### src/rtl/npu_result_pool.sv
// Max-pools the PE result stream over POOL_SIZE valid inputs and buffers results in a FWFT FIFO.
// Optional: define RESULT_POOL_RELU_EN to clamp negative pooled values to zero before buffering.
module npu_result_pool #(
    parameter int DATA_WIDTH = 8,
    parameter int POOL_SIZE  = 2,
    parameter int FIFO_DEPTH = 8
) (
    input  logic                          clk,
    input  logic                          rst,
    input  logic                          i_valid,
    input  logic [DATA_WIDTH-1:0]         i_result,
    input  logic                          i_clear,
    output logic                          o_valid,
    output logic [DATA_WIDTH-1:0]         o_data,
    input  logic                          i_ready,
    output logic [$clog2(FIFO_DEPTH):0]   o_count,
    output logic                          o_overflow
);

    localparam int AW = $clog2(FIFO_DEPTH);
    localparam int CW = AW + 1;
    localparam int PW = $clog2(POOL_SIZE) + 1;
    localparam logic [CW-1:0] FULL_CNT = CW'(FIFO_DEPTH);
    localparam logic [PW-1:0] LAST_CNT = PW'(POOL_SIZE - 1);

    typedef enum logic {IDLE, ACCUM} pool_state_t;

    pool_state_t           state, state_nxt;
    logic [PW-1:0]         cnt, cnt_nxt;
    logic [DATA_WIDTH-1:0] max_reg, max_nxt;
    logic [DATA_WIDTH-1:0] cand, push_val;
    logic                  push;

    logic [DATA_WIDTH-1:0] mem [FIFO_DEPTH];
    logic [AW-1:0]         wr_ptr, rd_ptr;
    logic [CW-1:0]         count;
    logic                  overflow;
    logic                  empty, full, pop, push_ok;

    always_ff @(posedge clk or posedge rst) begin
        if (rst) begin
            state   <= IDLE;
            cnt     <= '0;
            max_reg <= '0;
        end else begin
            state   <= state_nxt;
            cnt     <= cnt_nxt;
            max_reg <= max_nxt;
        end
    end

    always_comb begin
        state_nxt = state;
        cnt_nxt   = cnt;
        max_nxt   = max_reg;
        cand      = max_reg;
        push      = 1'b0;
        if (i_clear) begin
            state_nxt = IDLE;
            cnt_nxt   = '0;
        end else if (i_valid) begin
            case (state)
                IDLE: begin
                    cand    = i_result;
                    max_nxt = i_result;
                    if (POOL_SIZE == 1) begin
                        push = 1'b1;
                    end else begin
                        cnt_nxt   = PW'(1);
                        state_nxt = ACCUM;
                    end
                end
                ACCUM: begin
                    cand = ($signed(i_result) > $signed(max_reg)) ? i_result : max_reg;
                    if (cnt == LAST_CNT) begin
                        push      = 1'b1;
                        cnt_nxt   = '0;
                        state_nxt = IDLE;
                    end else begin
                        max_nxt = cand;
                        cnt_nxt = cnt + PW'(1);
                    end
                end
                default: begin
                    state_nxt = IDLE;
                    cnt_nxt   = '0;
                end
            endcase
        end
    end

`ifdef RESULT_POOL_RELU_EN
    assign push_val = cand[DATA_WIDTH-1] ? '0 : cand;
`else
    assign push_val = cand;
`endif

    assign empty   = (count == '0);
    assign full    = (count == FULL_CNT);
    assign pop     = !empty && i_ready;
    // A pop in the same cycle frees the slot, so a push at full is still accepted.
    assign push_ok = push && (!full || pop);

    always_ff @(posedge clk or posedge rst) begin
        if (rst) begin
            wr_ptr   <= '0;
            rd_ptr   <= '0;
            count    <= '0;
            overflow <= 1'b0;
        end else if (i_clear) begin
            wr_ptr   <= '0;
            rd_ptr   <= '0;
            count    <= '0;
            overflow <= 1'b0;
        end else begin
            if (push_ok) wr_ptr <= wr_ptr + AW'(1);
            if (pop)     rd_ptr <= rd_ptr + AW'(1);
            if (push_ok && !pop)      count <= count + CW'(1);
            else if (!push_ok && pop) count <= count - CW'(1);
            if (push && full && !pop) overflow <= 1'b1;
        end
    end

    always_ff @(posedge clk) begin
        if (push_ok) mem[wr_ptr] <= push_val;
    end

    assign o_valid    = !empty;
    assign o_data     = empty ? '0 : mem[rd_ptr];
    assign o_count    = count;
    assign o_overflow = overflow;

endmodule

### config.mk
export PLATFORM = sky130hd
export DESIGN_NAME = npu_result_pool
export DESIGN_NICKNAME = d
export VERILOG_FILES = /design/src/rtl/npu_result_pool.sv
export SDC_FILE = /design/constraint.sdc
export NUM_CORES = 1
export LEC_CHECK = 0
export CORE_MARGIN = 2
export CORE_UTILIZATION = 35
export CTS_CLUSTER_DIAMETER = 120
export CTS_CLUSTER_SIZE = 14
export DETAILED_ROUTE_END_ITERATION = 10
export SETUP_SLACK_MARGIN = 0.4
export SLEW_MARGIN = 20
export SYNTH_ARGS = -nofsm -noshare
export SYNTH_HDL_FRONTEND = slang
export SYNTH_SLANG_ARGS = --single-unit
### constraint.sdc
create_clock -name clk -period 5.6 [get_ports clk]
set_input_delay 1.68 -clock clk [delete_from_list [all_inputs] [get_ports clk]]
set_output_delay 1.68 -clock clk [all_outputs]
set_load 0.02 [all_outputs]
Word level (Yosys, flattened, before mapping)
Memories as Yosys holds them, arrays and structs flattened.
Cells that the tools add are included.
Widths: inputs -> output; s select.
{"block": "totals", "register_bits": 22, "ram_bits": 64, "romBits": 0, "inputBits": 13, "wordCells": 67, "mem_count": 1, "out_inout_bits": 14, "latchBits": 0}
{"name": "mem", "words": 8, "width": 8, "read_ports": 1, "rd_ports_with_merged_regs": 0, "write_ports": 1, "line": "34", "source": "logic [DATA_WIDTH-1:0] mem [FIFO_DEPTH];"}
{"block": "op_classes", "magnitude_cmp": 1, "n_div": 0, "bitwise_logic": 2, "add_sub_neg": 5, "n_mux": 30, "n_eq_ne": 3, "n_shift": 0, "reduce_logical": 18, "mul": 0}
{"op": "$mux 8", "count": 5}
{"op": "$pmux 8 s2", "count": 2}
{"op": "$mux 3", "count": 4}
{"op": "$mux 4", "count": 3}
{"op": "$mux 1", "count": 11}
{"op": "$gt 8x8->1", "count": 1}
{"op": "$reduce_bool 2->1", "count": 4}
{"op": "$add 3x1->3 const B", "count": 2}
{"op": "$logic_and 1x1->1", "count": 6}
{"op": "$mux 2", "count": 3}
{"op": "$add 4x1->4 const B", "count": 1}
{"op": "$eq 4x4->1 const B", "count": 1}
{"op": "$logic_not 1->1", "count": 4}
{"op": "$logic_not 4->1", "count": 1}
{"op": "$pmux 2 s2", "count": 1}
{"op": "$sub 4x1->4 const B", "count": 1}
{"op": "$reduce_and 3->1", "count": 1}
{"op": "$reduce_bool 3->1", "count": 1}
{"op": "$add 2x1->2 const B", "count": 1}
{"op": "$eq 2x1->1 const B", "count": 1}
{"op": "$ne 2x2->1 const B", "count": 1}
{"op": "$not 1->1", "count": 2}
{"op": "$pmux 1 s2", "count": 1}
{"op": "$logic_or 1x1->1", "count": 1}

Longest topological paths before layout
{"block": "depth", "word_depth": 11, "depth_mapped": 10, "mapped_depth_nobuf": 10}

Worst setup path before layout
OpenSTA, ideal clock, no wires.
{"block": "synth_path", "path_type": "in2reg", "start": "input i_clear", "end": "register count[3], in the netlist o_count[3]", "path_buffers": 1, "setup_time_ns": 0.137, "slack_ns": 1.854, "stages": 10, "t_required_ns": 5.463, "t_arrival_ns": 3.609, "cell_sequence": "buf_2 > nand2b_1 > nor2_4 > nand3_1 > ha_1 > nand3_1 > a2111oi_0 > a311oi_1 > a31oi_1 > o211ai_1"}
{"block": "synth_via", "elab_chain_len": 5, "word_cells_on_any_way": 8, "classes_between": "mux: 3; reduce/logical: 5"}
{"element": "from (decl)", "line": "12", "source": "input logic i_clear,"}
{"element": "$mux 1", "line": "58", "source": "if (i_clear) begin"}
{"element": "$logic_and 1x1->1", "line": "102", "source": "assign push_ok = push && (!full || pop);"}
{"element": "$logic_and 1x1->1 or $logic_not 1->1 (tied branches)", "line": "118, 119"}
{"element": "$mux 4 or $logic_and 1x1->1 (tied branches)", "line": "118, 119"}
{"element": "$mux 4 or $reduce_bool 3->1 (tied branches)"}
{"element": "to (signal assigned)", "line": "118", "source": "if (push_ok && !pop) count <= count + CW'(1);"}
{"element": "to (signal assigned)", "line": "119", "source": "else if (!push_ok && pop) count <= count - CW'(1);"}
{"element": "to (decl)", "line": "36", "source": "logic [CW-1:0] count;"}
Parallel ways exist; a longest one is shown, timed or not.
A chain may end at the register's enable or synchronous reset.

Worst setup path after layout
{"block": "layout_path", "start": "register rd_ptr[1]", "end": "output o_data[4]"}
{"block": "layout_via", "elab_chain_len": 2}
{"element": "from (decl)", "line": "35", "source": "logic [AW-1:0] wr_ptr, rd_ptr;"}
{"element": "from (signal assigned)", "line": "117", "source": "if (pop) rd_ptr <= rd_ptr + AW'(1);"}
{"element": "$mem_v2 8x8"}
{"element": "$mux 8", "line": "129", "source": "assign o_data = empty ? '0 : mem[rd_ptr];"}
{"element": "to (decl)", "line": "14", "source": "output logic [DATA_WIDTH-1:0] o_data,"}
Every way passes these cells.

==> flow_summary.toml <==
[sta]
setup_tns_ns = 0
max_freq_mhz = 240
slew_viol_final = 0
hold_viol_final = 0
clock_skew_ns = 0.0107
setup_viol_count_final = 0
rsz0062_at_grt = "false"
period_share = 0.744
slew_headroom = 0.415
worst_pin_slew_ns = 0.874
setup_ws_ns = 1.44
period_needed_ns = 4.16

[floorplan]
ios = 27
row_count = 38
coreArea_sq_mm = 0.0109
die_area_sq_mm = 0.0121
die_x_um = 110
start_util = 0.360
die_h_um = 110

[power]
pwr-share-comb = 0.309
power.switching_w = 0.000585
leakage_nw = 1.60
power.total_w = 0.00177
ir_worst_vdd_uv = 133
p_int_w = 0.00119
switching_share = 0.330
clkPwrFrac = 0.243
powerDensity_mw_per_mm2 = 389
p_seq_frac = 0.448

[critical_path]
cp.arrival_ns = 2.48
worstPathRequired_ns = 3.92
crit_path_start_kind = "flip-flop"
crit_slowest_cell = "dfrtp_1"
cp_max_fo = 18
slowest_delay_ns = 0.89
critPathKind = "flip-flop to output port"
cp_cell_sequence = "mux4_2 -> mux2i_1 -> nor2_1 -> clkdlybuf4s50_1"
cp-end-kind = "output port"

[logic_synthesis]
netlist_area_sq_mm = 0.00392
ys_ff_latch = 86
yosysUniqueCellTypes = 42
yosysWarnings = 0
avgSynthCellArea_sq_um = 15.5
synth_seq_area_share = 0.631
syn_inst = 253
synth_nets = 279

[placement]
dpl-instance-area_sq_mm = 0.00436
numPortBuffers = 26
dp_slack_ns = 1.15
gp_congestion = 0.758
post-dp-hpwl_mm = 4.78

[global_route]
met1_usage = 0.181
grt_max_degree = 23
grt.busiest_layer = "met2"
grtUsageMet3 = 0.0261
use_met2 = 0.196
antenna_found_initial = 0
track_usage = 0.129
grt_overflow_total = 0
grt_pass1_wl_mm = 11.2
grt_pass1_vias = 2058

[detailed_routing]
num_vias = 2122
antenna_left = 0
drt_iter0_markers = 131
postRouteWirelength_mm = 7.13
firstDrtPassIters = 4
viasPerCell = 4.91
wire_per_inst_um = 16.5
drc_errors = 0

[finish]
final_area_sq_mm = 0.00456
fin_util = 0.419
diodes = 0
drive_gt1_frac = 0.202
nets = 313
synthToLayoutAreaGrowth_pct = 16.2
largest_reg_flops = 64
layout_commonest_cell = "edfxtp_1"
final_cell_mix = "edfxtp_1 (64), clkdlybuf4s50_1 (26), dfrtp_1 (22), nor2_1 (21), inv_1 (17)"

[clocking]
numCtsBuffers = 9
clk_pin_slew_ns = 0.09
cts_max_level = 3
cts_sinks = 86
root_buffer = "clkbuf_8"
cts_tree = "done"
clkLatencyLatePin_ns = 0.36
post-cts-setup-buffer-count = 0
cts-resized-gates = 0
postCtsHoldBufs = 0
cts_buffer_depth = 2

[job]
cap_violations = 0

[outcome]
status = "finished clean"

[hold_path]
hold_path_class = "flip-flop to flip-flop"
-- per-layer routing --
| metal | share of wire | vias up | wire [um] |
|---|---|---|---|
| met1 | 0.50 | 1051 | 3540 |
| met2 | 0.47 | 33 | 3320 |
| li1 | - | 1030 | - |
| met3 | 0.028 | 8 | 197 |
| met5 | 0 | - | 0 |
| met4 | 0.0090 | 0 | 64 |
-- cell type report --
type	instances	area, sq um
sequential	86	2470
inverter	18	67.6
clock buffer	9	124
clock inverter	7	76.3
fill	1006	6330
multi-input combinational	142	1350
timing repair buffer	30	290
tap	140	175
-- kinds of logic after synthesis --
logic type                 Yosys count  share of synthesized area
DFF                                 86                      0.631
and+or+nand+nor                     57                     0.0791
muxes                               44                      0.170
buffers and inverters               25                     0.0249
AOI/OAI and AO/OA                   24                     0.0434
adders and majority gates           13                     0.0434
xor gates and xnor gates             4                    0.00894
-- final timing paths --
path	slack [ns]	cells after the start	end	from
max	1.44	4	o_data[4]	rd_ptr[1]$_DFFE_PP0P_
min	0.52	1	max_reg[5]$_DFFE_PP0P_	max_reg[5]$_DFFE_PP0P_
max reg2reg	2.49	10	o_count[3]$_DFFE_PP0P_	o_count[1]$_DFFE_PP0P_
min reg2reg	0.52	1	max_reg[5]$_DFFE_PP0P_	max_reg[5]$_DFFE_PP0P_
max in group asynchronous	3.26	2	max_reg[2]$_DFFE_PP0P_	rst
min in group asynchronous	1.81	2	o_count[2]$_DFFE_PP0P_	rst
-- Yosys cell counts (all sizes together) --
cell / instances / share of area
edfxtp: 64 / 0.49
dfrtp: 22 / 0.14
nor2: 22 / 0.023
mux2: 20 / 0.057
inv: 18 / 0.017
mux4: 16 / 0.092
ha: 12 / 0.038
nand2: 9 / 0.0086
a21oi: 8 / 0.010
mux2i: 8 / 0.020
buf: 5 / 0.0057
nand3: 5 / 0.0064
o21ai: 5 / 0.012
nand2b: 4 / 0.0064
nand3b: 4 / 0.0077
nor3: 4 / 0.0064
o211ai: 3 / 0.0057
xor2: 3 / 0.0067
a31oi: 2 / 0.0032
clkbuf: 2 / 0.0019
nand4: 2 / 0.0032
nor2b: 2 / 0.0038
nor4b: 2 / 0.0045
a2111oi: 1 / 0.0022
a311oi: 1 / 0.0022
and3b: 1 / 0.0022
fa: 1 / 0.0051
nor4: 1 / 0.0054
o21bai: 1 / 0.0019
o22ai: 1 / 0.0016
o31ai: 1 / 0.0019
o32ai: 1 / 0.0022
or2: 1 / 0.0016
xnor2: 1 / 0.0022
-- power by group through the flow --
| stage | clock network [W] | logic, W | registers [W] |
|---|---|---|---|
| finish | 0.000430 | 0.000547 | 0.000794 |
| global placement | 0 | 0.000548 | 0.000808 |
| CTS | 0.000443 | 0.000557 | 0.000796 |
| global route | 0.000471 | 0.000606 | 0.000801 |
| detailed placement | 0 | 0.000556 | 0.000810 |
| floorplan | 0 | 0.000366 | 0.000803 |
-- critical path, delay by kind of cell, from the launching register on --
family	cells	cell delay, ns
muxes	2	0.61
buffers and inverters	1	0.57
and+or+nand+nor	1	0.07
DFF	1	0.89
-- per-stage QoR --
| step | cells | hold WS [ns] |
|---|---|---|
| after floorplan | 253 | 0.472 |
| after global placement | 416 | 0.492 |
| after detailed placement | 416 | 0.503 |
| after CTS | 432 | 0.516 |
| after global routing | 432 | 0.540 |
| final | 432 | 0.525 |
Note: power is estimated with default switching activity, not from simulation.
